$ cat src/rtl/mem_defines.sv
// mem_defines: shared access-size and response-state types plus strobe helper for the TCM LSU port
package mem_defines;
   typedef enum logic [1:0] {SIZE_B = 2'd0, SIZE_H = 2'd1, SIZE_W = 2'd2} mem_size_t;
   typedef enum logic [1:0] {EMPTY, LIVE, HELD} tcm_lsu_state_t;
   function automatic logic [3:0] be_gen(input logic [1:0] size, input logic [1:0] addr_lo);
      return size == SIZE_B ? 4'b0001 << addr_lo : size == SIZE_H ? 4'b0011 << addr_lo : 4'b1111;
   endfunction
endpackage

$ cat src/rtl/tcm_load_align.sv
// tcm_load_align: selects the addressed lane of a RAM word and sign/zero extends it
module tcm_load_align
   import mem_defines::*;
(
   input  logic [31:0] rdata,
   input  logic [1:0]  addr_lo,
   input  logic [1:0]  size,
   input  logic        zext,
   output logic [31:0] data
);
   logic [31:0] s;
   assign s = rdata >> {addr_lo, 3'b000};
   assign data = size == SIZE_B ? {{24{~zext & s[7]}}, s[7:0]} :
                 size == SIZE_H ? {{16{~zext & s[15]}}, s[15:0]} : rdata;
endmodule

$ cat src/rtl/tcm_lsu_port.sv
// tcm_lsu_port: LSU request to TCM RAM port initiator with one-cycle read response and stall hold
module tcm_lsu_port
   import mem_defines::*;
#(
   parameter int ADDR_WIDTH = 16
) (
   input  logic                  clk_i,
   input  logic                  rst_i,
   input  logic                  req_valid_i,
   output logic                  req_ready_o,
   input  logic [ADDR_WIDTH-1:0] req_addr_i,
   input  logic                  req_we_i,
   input  logic [1:0]            req_size_i,
   input  logic                  req_unsigned_i,
   input  logic [31:0]           req_wdata_i,
   output logic                  resp_valid_o,
   input  logic                  resp_ready_i,
   output logic [31:0]           resp_rdata_o,
   output logic                  resp_err_o,
   output logic [ADDR_WIDTH-1:0] mem_addr_o,
   output logic [3:0]            mem_wr_o,
   output logic [31:0]           mem_wdata_o,
   input  logic [31:0]           mem_rdata_i
);
   tcm_lsu_state_t state;
   logic accept, err, wr_go;
   logic [ADDR_WIDTH-1:0] addr_q;
   logic [1:0] addr_lo_q, size_q;
   logic zext_q, we_q, err_q, hold_err;
   logic [31:0] aligned, live_data, hold_data;
   assign err = req_size_i == 2'd3 || (req_size_i == SIZE_H && req_addr_i[0]) ||
                (req_size_i == SIZE_W && req_addr_i[1:0] != 2'b00);
   assign resp_valid_o = !rst_i && state != EMPTY;
   assign req_ready_o = !rst_i && state != HELD && (!resp_valid_o || resp_ready_i);
   assign accept = req_valid_i && req_ready_o;
   assign wr_go = accept && req_we_i && !err;
   assign mem_addr_o = rst_i ? '0 : accept ? {2'b00, req_addr_i[ADDR_WIDTH-1:2]} : addr_q;
   assign mem_wr_o = wr_go ? be_gen(req_size_i, req_addr_i[1:0]) : 4'b0000;
   assign mem_wdata_o = !wr_go ? 32'h0 :
                        req_size_i == SIZE_B ? {4{req_wdata_i[7:0]}} :
                        req_size_i == SIZE_H ? {2{req_wdata_i[15:0]}} : req_wdata_i;
   assign live_data = (we_q || err_q) ? 32'h0 : aligned;
   assign resp_rdata_o = !resp_valid_o ? 32'h0 : state == HELD ? hold_data : live_data;
   assign resp_err_o = resp_valid_o && (state == HELD ? hold_err : err_q);

   tcm_load_align u_align (
      .rdata   (mem_rdata_i),
      .addr_lo (addr_lo_q),
      .size    (size_q),
      .zext    (zext_q),
      .data    (aligned)
   );

   // capture request attributes needed when the RAM data returns next cycle
   always_ff @(posedge clk_i) begin
      if (rst_i) begin
         addr_q    <= '0;
         addr_lo_q <= 2'b00;
         size_q    <= 2'b00;
         zext_q    <= 1'b0;
         we_q      <= 1'b0;
         err_q     <= 1'b0;
      end else if (accept) begin
         addr_q    <= {2'b00, req_addr_i[ADDR_WIDTH-1:2]};
         addr_lo_q <= req_addr_i[1:0];
         size_q    <= req_size_i;
         zext_q    <= req_unsigned_i;
         we_q      <= req_we_i;
         err_q     <= err;
      end
   end

   // freeze a stalled response since the other RAM port may overwrite the word meanwhile
   always_ff @(posedge clk_i) begin
      if (rst_i) begin
         hold_data <= 32'h0;
         hold_err  <= 1'b0;
      end else if (state == LIVE && !resp_ready_i) begin
         hold_data <= live_data;
         hold_err  <= err_q;
      end
   end

   // response state: EMPTY -> LIVE on accept, LIVE -> HELD on stall, HELD drains to EMPTY
   always_ff @(posedge clk_i) begin
      if (rst_i) state <= EMPTY;
      else state <= state == HELD ? (resp_ready_i ? EMPTY : HELD) :
                    (state == LIVE && !resp_ready_i) ? HELD :
                    accept ? LIVE : EMPTY;
   end
endmodule

$ cat config.mk
export PLATFORM = sky130hd
export DESIGN_NAME = tcm_lsu_port
export DESIGN_NICKNAME = d
export VERILOG_FILES = /design/src/rtl/mem_defines.sv /design/src/rtl/tcm_load_align.sv /design/src/rtl/tcm_lsu_port.sv
export SDC_FILE = /design/constraint.sdc
export NUM_CORES = 1
export LEC_CHECK = 0
export CAP_MARGIN = 20
export CORE_ASPECT_RATIO = 0.8
export CORE_UTILIZATION = 40
export CTS_CLUSTER_SIZE = 25
export DETAILED_ROUTE_END_ITERATION = 6
export MAX_ROUTING_LAYER = met4
export PLACE_DENSITY = 0.87
export SLEW_MARGIN = 20
export SYNTH_ARGS = -nofsm -noshare
export SYNTH_HDL_FRONTEND = slang
export SYNTH_HIERARCHICAL = 1
export SYNTH_SLANG_ARGS = --single-unit
$ cat constraint.sdc
create_clock -name clk_i -period 1.56 [get_ports clk_i]
set_input_delay 0.312 -clock clk_i [delete_from_list [all_inputs] [get_ports clk_i]]
set_output_delay 0.312 -clock clk_i [all_outputs]
set_load 0.02 [all_outputs]
==> flow_metrics.tcl, run 1 <==
set metrics [dict create \
    die-width_um 119 \
    ys_types 46 \
    yosys_register_bits 58 \
    synth-edff-count 0 \
    ys.flop_type "dfxtp_1" \
    syn_area_per_cell_um2 6.97 \
    synth_top_family_by_area "simple AND/OR/NAND/NOR gates" \
    error_line "[ERROR GRT-0232] Routing congestion too high. Check the congestion heatmap in the GUI." \
    synth_xor_area_share_pct 0.200 \
    status "did not finish" \
    syn_inst 629 \
    synth_compound_area_share_pct 24.9 \
    clockRootBuffer "clkbuf_16" \
    cts-hold-fix-buffers 0 \
    syn_area_um2 4380 \
    pin_count 175 \
    max-clock-path-buffers 2 \
    grt_max_degree 42 \
    start_util_pct 41.9 \
    port_buffers 174 \
    track_usage_pct 99.5 \
    yosysWarnings 6 \
    cts_htree_levels 3 \
    yosys.area_share.simple_pct 28.0 \
    worst_endpoint "resp_rdata_o[31]" \
    clock-sinks 58 \
    gp_congestion 0.981 \
    ys_seq_area_share_pct 26.5 \
    cts-buffers-inserted 9 \
    worst_endpoint_kind "top-level output" \
    synth.mux.area_fraction_pct 10.1 \
    postSynth.asyncResetShare_pct 0 \
    synth_nets 721 \
    grt_remaining_overflow 943 \
    die_h_um 95.6 \
    place_area_um2 7730 \
    haltStage "5_1_grt" \
    synthAdderAreaFrac_pct 1.14 \
    rows 33 \
    place_hpwl_mm 13.2 \
]
[metrics by stage]
| stage | hold slack (ns) | setup slack (ns) | setup TNS, ns | std cells |
|---|---|---|---|---|
| 3_5_place_dp | 0.441 | -1.24 | -106.88 | 980 |
| 3_3_place_gp | 0.442 | -1.19 | -100.66 | 980 |
| 4_1_cts | 0.243 | -0.788 | -54.91 | 1056 |
| 2_1_floorplan | 0.377 | -0.199 | -10.91 | 629 |
[cells in the mapped netlist, types with 2 or more instances]
library cell  instances  area share (%)
buf_4                 3            0.51
a221oi_2              2            0.69
a22oi_1              21             3.6
buf_1                 2            0.17
a211oi_1              7             1.2
a221oi_1              4            0.80
buf_2                24             2.7
nand2b_1              9             1.3
nor2b_1              11             1.6
inv_1                18             1.5
and3b_1               6             1.2
clkbuf_1             23             2.0
dfxtp_1              58              26
mux2_2                4             1.0
o22ai_1               6            0.86
a21oi_2               2            0.40
ha_1                  4             1.1
buf_6                 8             2.1
o21ai_0              15             1.7
a21oi_1              98              11
a21oi_4               2            0.74
mux2i_1              36             8.2
o21ai_1               2            0.23
nor2_1               66             5.7
o2111ai_1             6             1.2
nand3_1              64             7.3
o211ai_1              3            0.51
and2_1                3            0.43
nand2_1             105             9.0
[per-layer routing]
layer	global-route usage [%]	overflow
met5	-	-
met4	116	217
met3	71.0	14
met2	133	700
met1	86.3	12
[cells by family after synthesis]
family,Yosys count
compound gates,174
xor+xnor,1
fa+ha+maj,4
buf+inv,79
flops,58
mux,42
simple gates,271
[timing repair]
action	CTS
cloned	7
gates resized for setup	678
setup buffers	55
endpoints found under the setup margin	120
pin swaps	76
==> run 2: changes to the inputs <==
--- a/config.mk
+++ b/config.mk
@@ -6,12 +6,9 @@
 export NUM_CORES = 1
 export LEC_CHECK = 0
 export CAP_MARGIN = 20
-export CORE_ASPECT_RATIO = 0.8
 export CORE_UTILIZATION = 40
-export CTS_CLUSTER_SIZE = 25
 export DETAILED_ROUTE_END_ITERATION = 6
-export MAX_ROUTING_LAYER = met4
-export PLACE_DENSITY = 0.87
+export PLACE_DENSITY_LB_ADDON = 0.15
 export SLEW_MARGIN = 20
 export SYNTH_ARGS = -nofsm -noshare
 export SYNTH_HDL_FRONTEND = slang
==> constraint.sdc (replaced) <==
create_clock -name clk_i -period 2.05 [get_ports clk_i]
set_input_delay 0.41 -clock clk_i [delete_from_list [all_inputs] [get_ports clk_i]]
set_output_delay 0.41 -clock clk_i [all_outputs]
set_load 0.02 [all_outputs]
==> flow_metrics.tcl, run 2 <==
set metrics [dict create \
    ir_drop_mv 0.476 \
    cts.clk_slew.worst_paths_ns 0.07 \
    synth_nets 721 \
    max-clock-path-buffers 2 \
    clk_latency_ns 0.35 \
    critPathSlowestCell "dfxtp_4" \
    totalWireLength_mm 21.6 \
    synth_common_cells "105 x nand2_1, 98 x a21oi_1, 66 x nor2_1" \
    num_vias 6247 \
    rows 37 \
    ys_seq_area_share_pct 26.5 \
    yosys_register_bits 58 \
    max-slew-margin-rel_pct 70.1 \
    syn_area_per_cell_um2 6.97 \
    cp_top_family "compound AO/OA/AOI/OAI gates" \
    min_delay_path_depth 2 \
    p_leak_uw 0.00351 \
    hold_path.class "reg2reg" \
    failed_checks "DRC, setup timing" \
    slew_viol_final 0 \
    drc_errors 7 \
    status "finished with violations" \
    max_cap_viol_count 0 \
    worstSetupPathType "reg2out" \
    min_period_ns 2.46 \
    place_hpwl_mm 11.9 \
    drive_above_1_share_pct 45.7 \
    cts-buffers-inserted 9 \
    max_stage_delay_ns 0.43 \
    die_h_um 107 \
    period_share_pct 120 \
    rsz0062_at_grt "true" \
    endpoint_kind "output pin" \
    placedCellCount 981 \
    ant_nets 0 \
    cellPowerDensity_nw_per_um2 486 \
    synth_area_leaders "dfxtp_1 26%, a21oi_1 11%, nand2_1 9.0%" \
    largest_register_ff_count 32 \
    grt_pass1_vias 5787 \
    skew_ns 0.0124 \
    netlist.area_leader.share_pct 26.5 \
    postSynth.asyncResetShare_pct 0 \
    antenna_found_initial 1 \
    critPathArrivalTime_ns 2.05 \
    crit_buf_inv 2 \
    start_util_pct 41.9 \
    place_area_um2 6910 \
    hold_viol 0 \
    cts_htree_levels 3 \
    grt_remaining_overflow 0 \
    core_area_um2 10500 \
    grt_pass1_wl_mm 29.3 \
    yosysWarnings 6 \
    die-area_um2 11400 \
    start_kind "flip-flop" \
    reg2reg_depth 6 \
    setup_ws_ns -0.410 \
    ys.flop_type "dfxtp_1" \
    gp_congestion 0.895 \
    path_max_fanout 8 \
    via_per_inst 5.96 \
    synth_top_area_cell "dfxtp_1" \
    crit_required_ns 1.64 \
    track_usage_pct 32.5 \
    final_cell_area_um2 8650 \
    pin_count 175 \
    yosysMostFrequentCell "nand2_1" \
    layout_commonest_cell "buf_4" \
    fmax_mhz 407 \
    cts-hold-fix-buffers 0 \
    layout_common_cells "121 x buf_4, 101 x nand2_1, 72 x buf_6, 71 x a21oi_1, 70 x clkdlybuf4s50_1" \
    syn_area_um2 4380 \
    synth-edff-count 0 \
    port_buffers 174 \
    cts_tree "yes" \
    post_drt_wl_per_cell_um 20.6 \
    timing.critical_path.cells "buf_6 -> and3b_2 -> a32oi_1 -> o211ai_1 -> nand3_1 -> a21oi_2 -> buf_4" \
    largestRegisters "hold_data: 32 flops, addr_q: 16 flops" \
    setup-violations-final 85 \
    tightest_slew_ns 0.444 \
    ys_types 46 \
    clock-sinks 58 \
    path_depth 7 \
    nNetsFinal 998 \
    die-width_um 107 \
    firstDrtPassIters 7 \
    largest_register "hold_data" \
    power_uw 4210 \
    grt_max_degree 40 \
    finalNonFillerCells 1048 \
    clockRootBuffer "clkbuf_8" \
    syn_inst 629 \
    synthToLayoutAreaGrowth_pct 97.3 \
    drt_iter0_drc 561 \
]
## run 2: worst register-to-register path, stage by stage (launching register included)
cell       delay [ns]
dfxtp_4          0.43
mux4_2           0.57
nand3_4          0.19
o2111ai_4        0.20
buf_4            0.18
nand3_1          0.06
a21oi_1          0.06
## run 2: cell type report
type	instances	area [µm²]
Multi-Input combinational cell	493	3740
Timing Repair Buffer	325	3230
Fill cell	591	1820
Sequential cell	58	1180
Tap cell	136	170
Clock buffer	12	165
Inverter	19	81.3
Clock inverter	4	72.6
Antenna cell	1	2.50
## run 2: layer usage
metal  up-vias  wire (µm)  track usage (%)
met3       108       1850             7.36
met1      2960       7780             38.4
met2       410      10700             55.1
li1       2769          -                -
met4         0       1200             16.3
met5         -          0                0
## run 2: repair_timing
item | 4_1_cts | 5_1_grt
endpoints found under the hold margin | 0 | 0
gates resized for setup | 631 | 110
endpoints found under the setup margin | 87 | 87
setup buffers | 28 | 17
pin swaps | 55 | 52
cloned | 7 | 2
## run 2: cell families (layout without fill, tap and decap cells)
logic type	after synthesis	after routing	synth area share, %
and+or+nand+nor	271	271	28.0
AOI/OAI and AO/OA	174	175	24.9
buffers and inverters	79	360	9.08
DFF	58	58	26.5
muxes	42	42	10.1
adders and majority gates	4	4	1.14
xor gates and xnor gates	1	1	0.200
other	0	1	0
## run 2: final timing paths
kind | from | endpoint | slack, ns
worst min register to register | hold_data[18] | hold_data[18] | 0.46
worst max register to register | addr_lo_q[0] | hold_data[12] | 0.26
worst max-delay path | size_q[0] | resp_rdata_o[15] | -0.41
worst min-delay path | hold_data[18] | hold_data[18] | 0.46
## run 2: through the flow
stage / TNS (ns) / hold slack [ns] / setup slack, ns / util, %
detailed placement: -68.85 / 0.443 / -1.01 / 66.1
finish: -20.50 / 0.455 / -0.410 / 82.6
CTS: -19.70 / 0.458 / -0.331 / 77.3
global route: -25.79 / 0.475 / -0.462 / 82.6
floorplan: 0 / 0.436 / 0.0242 / -
global placement: -65.63 / 0.442 / -0.976 / 66.1
## run 2: power by group
group          leakage (µW)  switching, µW  internal [µW]
Sequential         0.000475           34.7           1170
Clock              0.000119            511            783
Combinational       0.00292            877            831
Total               0.00351           1420           2780
Note: power is estimated with default switching activity, not from simulation.
